**src/rtl/regdump_reader.sv**
```systemverilog
// Debug read-out engine: walks the register file through one combinational read
// port and streams each register as four little-endian bytes over valid/ready.
module regdump_reader #(
  parameter int NUM_REGS = 32
) (
  input  logic        clk,
  input  logic        rst,
  input  logic        start,
  output logic        busy,
  output logic        done,
  output logic [4:0]  rd_addr,
  input  logic [31:0] rd_data,
  output logic        out_valid,
  output logic [7:0]  out_data,
  output logic        out_last,
  input  logic        out_ready
);

  typedef enum logic [1:0] {IDLE, LOAD, SEND, DONE} state_t;

  localparam logic [4:0] LAST_IDX = 5'(NUM_REGS - 1);

  state_t      state;
  state_t      state_next;
  logic [4:0]  idx;
  logic [31:0] shift;
  logic [1:0]  byte_cnt;

  logic beat_fire;
  logic reg_end;
  logic dump_end;

  assign beat_fire = (state == SEND) && out_ready;
  assign reg_end   = (byte_cnt == 2'd3);
  assign dump_end  = reg_end && (idx == LAST_IDX);

  // NOTE: sequential state uses non-blocking assignments so every flop samples pre-edge values.
  always_ff @(posedge clk or posedge rst) begin
    if (rst) state <= IDLE;
    else     state <= state_next;
  end

  always_comb begin
    // NOTE: default first so every path assigns state_next; otherwise a latch is inferred.
    state_next = state;
    case (state)
      IDLE:    if (start) state_next = LOAD;
      LOAD:    state_next = SEND;
      SEND:    if (beat_fire && reg_end) state_next = dump_end ? DONE : LOAD;
      DONE:    state_next = IDLE;
      default: state_next = IDLE;
    endcase
  end

  // The register is sampled only in LOAD, so later writes miss the current dump.
  always_ff @(posedge clk or posedge rst) begin
    if (rst) begin
      idx      <= '0;
      shift    <= '0;
      byte_cnt <= '0;
    end else begin
      case (state)
        IDLE: if (start) idx <= '0;
        LOAD: begin
          shift    <= rd_data;
          byte_cnt <= '0;
        end
        SEND: if (beat_fire) begin
          if (!reg_end) begin
            shift    <= shift >> 8;
            byte_cnt <= byte_cnt + 2'd1;
          end else if (!dump_end) begin
            idx <= idx + 5'd1;
          end
        end
        default: ;
      endcase
    end
  end

  // Outputs decode from state only, so reset clears them without waiting for a clock.
  always_comb begin
    busy      = 1'b0;
    done      = 1'b0;
    rd_addr   = '0;
    out_valid = 1'b0;
    out_data  = '0;
    out_last  = 1'b0;
    case (state)
      LOAD: begin
        busy    = 1'b1;
        rd_addr = idx;
      end
      SEND: begin
        busy      = 1'b1;
        rd_addr   = idx;
        out_valid = 1'b1;
        out_data  = shift[7:0];
        out_last  = dump_end;
      end
      DONE: begin
        busy = 1'b1;
        done = 1'b1;
      end
      default: ;
    endcase
  end

endmodule

```
**config.mk**
```make
export PLATFORM = sky130hd
export DESIGN_NAME = regdump_reader
export DESIGN_NICKNAME = d
export VERILOG_FILES = /design/src/rtl/regdump_reader.sv
export SDC_FILE = /design/constraint.sdc
export NUM_CORES = 1
export LEC_CHECK = 0
export CAP_MARGIN = 20
export CELL_PAD_IN_SITES_DETAIL_PLACEMENT = 2
export CELL_PAD_IN_SITES_GLOBAL_PLACEMENT = 2
export CORE_MARGIN = 2
export CORE_UTILIZATION = 30
export DETAILED_ROUTE_END_ITERATION = 8
export PLACE_DENSITY = 0.8
export SLEW_MARGIN = 20
export SYNTH_ARGS = -nofsm -noshare
export SYNTH_HDL_FRONTEND = slang
export SYNTH_SLANG_ARGS = --single-unit
export TNS_END_PERCENT = 50
```
**constraint.sdc**
```tcl
create_clock -name clk -period 1.7 [get_ports clk]
set_input_delay 0.255 -clock clk [delete_from_list [all_inputs] [get_ports clk]]
set_output_delay 0.255 -clock clk [all_outputs]
set_load 0.01 [all_outputs]
```
Word-level counts from Yosys, hierarchy flattened
Index checks and enable logic that the tools add are counted.

word-level totals
  bits in registers = 41
  output and inout bits = 17
  input bits = 36
  word-level logic and storage cells = 49

operators by class
  add/subtract/negate cells = 2
  reduce and logical (&&, ||, !) cells = 11
  muxes and demuxes = 21
  eq/ne operators = 11

operator list
  cell                                                                     number
  32-bit two-way mux                                                       2
  32-bit one-hot mux with 2 select lines                                   1
  5-bit two-way mux                                                        5
  2-bit two-way mux                                                        5
  2-bit inequality test, second input constant                             5
  5-bit one-hot mux with 2 select lines                                    1
  8-bit two-way mux                                                        1
  2-bit one-hot mux with 4 select lines                                    1
  2-bit equality test, second input constant                               3
  5-bit by 1-bit adder with 5-bit output, second input constant            1
  5-bit equality test, second input constant                               1
  5-bit AND reduction                                                      1
  1-bit two-way mux                                                        4
  2-bit one-hot mux with 2 select lines                                    1
  2-bit nonzero test                                                       2
  1-bit logical AND                                                        3
  3-bit AND reduction                                                      1
  3-bit OR reduction                                                       1
  2-bit by 1-bit adder with 2-bit output, second input constant            1
  2-bit by 1-bit equality test with 1-bit output, second input constant    1
  2-bit logical NOT                                                        1
  2-bit by 1-bit inequality test with 1-bit output, second input constant  1
  2-bit AND reduction                                                      1
  2-bit OR reduction                                                       1

Longest topological paths before layout
  depth in word-level cells = 6
  mapped depth = 7
  depth with buffers taken out = 6

Worst setup path after synthesis
Ideal clock, no wire load.

  kind = register -> register
  start = register state[0]
  end = register shift[0]
  required time = 1.575 ns
  slack = -0.147 ns
  library setup time = 0.125 ns
  period minus slack after synthesis = 1.847 ns
  data arrival time = 1.722 ns
  path buffers = 2
  stages on the path, launching flop included = 7
  cell sequence = dfrtp_1 -> inv_1 -> ha_1 -> buf_6 -> mux2i_4 -> buf_12 -> mux2_4

on the way
  word-level cells in the longest chain between the ends = 4
  elaborated cells between the ends (all ways) = 8
  those cells by class = eq/ne (4); mux (1); reduce/logical (3)

RTL lines
  item                                    line    text
  start: declaration                      23      state_t state;
  start signal: assignment                40      else state <= state_next;
  2-bit equality test                     33, 62
  1-bit logical AND                       33      assign beat_fire = (state == SEND) && out_ready;
  2-bit inequality test (no source line)  -
  3-bit AND reduction (no source line)    -
  end signal: assignment                  65      shift <= rd_data;
  end signal: assignment                  70      shift <= shift >> 8;
  end: declaration                        26      logic [31:0] shift;

Parallel ways exist; a longest one is shown, timed or not.
A chain may end at the register's enable or synchronous reset.

Worst setup path after layout
  start = register state[1]
  end = register shift[19]

The elaborated chain is that of the path after synthesis.

==> flow_summary.ini <==
[detailed_routing]
drc = 0
routed_wl_mm = 8.76
via_count = 1834
drt.antenna.violating_nets = 0
first_pass_iters = 6
avgRoutedWirePerCell_um = 23.4
via_per_inst = 4.89
drtIter0Drc = 42

[sta]
hold_viol = 0
fmax_ghz = 0.543
finalCriticalPeriod_ns = 1.84
relSlewSlack_pct = 73.2
tns_ns = -2.67
setup_viol = 34
period_share_pct = 108
clock_skew_ns = 0.0111
maxSlewViolCount = 0
worst_slew_pin_slew_ns = 0.400
rsz0062_at_grt = yes
setup_ws_ns = -0.141

[worst_setup_path]
crit_type = flop to flop
regToRegSetupSlack_ns = -0.14
crit_path_end_kind = flop
arrival_ns = 2.03
startpoint_type = flop
required_ns = 1.89
path_max_fanout = 8

[die]
rows = 32
pin_count = 53
start_util_pct = 31.0
fp.coreArea_mm2 = 0.00769
die_h_um = 93.1
die-area_mm2 = 0.00866
die_w_um = 93.1

[cells_and_area]
multi_input_area_mm2 = 0.00136
fill_cells = 761
area_growth_pct = 49.5
num-nets-final = 316
diodes = 0
regArea_mm2 = 0.00103
layout-drive-gt1-share_pct = 50.5

[placed_design]
port_buffers = 52
gp_congestion = 0.789
dp_hpwl_mm = 4.92

[global_route]
grt_use_total_pct = 20.7
grt_use_met3_pct = 3.14
grt_pass1_vias = 2156
grt_use_met2_pct = 38.8
grt_pass1_wl_mm = 13.2
grt_overflow = 0
grt_max_degree = 42
use_met1_pct = 24.1
top_usage_layer = met2
antenna_found_initial = 0

[yosys]
syn-num-nets = 228
ys_seq_elements = 41
synth_edf_count = 0
synth_fa_ha_area_share_pct = 4.21
yosysWarnings = 0
yosysMostFrequentCell = dfrtp_1
yosysTopAreaCell = dfrtp_1
synth_common_cells = dfrtp_1, mux2_2, mux2_4
synth_top_area_share_pct = 43.1
synth_simple_gate_area_share_pct = 11.7
synth_async_sr_flop_share_pct = 100
synth_area_leaders = dfrtp_1, mux2_4, mux2_2
synth_mux_area_share_pct = 28.0
synth_compound_area_share_pct = 7.57
syn_avg_cell_area_um2 = 12.9
synth_cells = 184
synthXorXnorAreaFrac_pct = 0.368
yosysSeqAreaShare_pct = 43.1
synth_area_mm2 = 0.00238
synth_top_family_by_area = multiplexers
synth-main-ff-cell = dfrtp_1
synth_cell_types = 38

[min_path]
hp-class = input port to async pin

[clock_network]
cts_sinks = 41
clk_pin_slew_ns = 0.09
cts-htree-levels = 2
clock_latency_ns = 0.31
numCtsBuffers = 5
clockBufferDepth = 2
cts_tree = built
root_buffer = clkbuf_8

[status]
failed_checks = setup timing
status = finished with violations

[power_and_ir_drop]
ir_drop_uv = 556
leakage_nw = 1.67
power_mw = 6.44
p_per_area_mw_per_mm2 = 1810

[flow_run]
maxCapViolations = 0
[where the power goes]
group	internal, mW	switching [mW]
combinational	2.27	1.54
sequential	1.44	0.328
clock	0.478	0.389
[layer usage]
metal  share of wire [%]  wire (µm)  up-vias
met2                  55       4810       37
met5                   0          0        -
li1                    -          -      835
met1                  42       3640      950
met3                 1.6        144       12
met4                 2.0        172        0
[metrics by stage]
stage               instances  util, %  area [µm²]  worst slack, ns  hold WS (ns)
global placement          354     41.3        3170           -0.216         0.456
floorplan                 184        -        2400          -0.0295         0.444
CTS                       373     44.6        3430          -0.0999         0.304
detailed placement        354     41.3        3170           -0.265         0.465
finish                    375     46.3        3560           -0.141         0.291
global route              375     46.3        3560           -0.165         0.317
[flip-flops by register name (all words and copies together), names as in the netlist]
| register | count |
|---|---|
| state | 2 |
| idx | 5 |
| shift | 32 |
| byte_cnt | 2 |
[logic make-up after synthesis]
group,after synthesis
buffers and inverters,15
adders and majority gates,8
xor gates and xnor gates,1
DFF,41
muxes,51
and+or+nand+nor,45
AOI/OAI and AO/OA,23
[critical path: stages (launching register included)]
cell and delay [ns]:
dfrtp_1 0.42, buf_6 0.13, ha_4 0.16, buf_8 0.14, buf_12 0.14, buf_8 0.14, mux2_4 0.32, mux2_4 0.28
[cell type report]
class | instances | area share (%)
multi-input combinational | 128 | 38.3
clock inverter | 2 | 1.06
inverter | 5 | 0.528
tap | 102 | 3.59
sequential | 41 | 28.8
clock buffer | 6 | 2.32
timing repair buffer | 91 | 25.3
[path summary, 6_finish.rpt]
check	from	to	depth (start not counted)
min reg2reg	shift[24]	shift[24]	1
max	state[1]	shift[19]	7
max reg2reg	state[1]	shift[19]	7
min	rst	shift[3]	3
max in group asynchronous	rst	state[0]	3
min in group clk	shift[24]	shift[24]	1
[cell usage in the layout, fill, tap and decap left out, types with 5 or more instances in the layout]
cell	synthesis	final
and3_1	9	8
and2_4	0	6
dfrtp_1	41	41
buf_4	0	27
clkdlybuf4s50_1	0	35
a21o_1	8	8
buf_6	4	12
buf_12	2	5
clkbuf_8	0	6
mux2_2	26	23
nand2_1	8	8
mux2_4	22	25
and2_1	14	8
buf_2	1	8
[what timing repair did]
action                     CTS  global route
cloned                       1             0
gates resized for setup     90            25
pin swaps                    7             2
hold buffers                 0             0
setup endpoints to repair   47            52
buffers inserted            10             2
No activity file was read; power rests on OpenSTA's default activity.
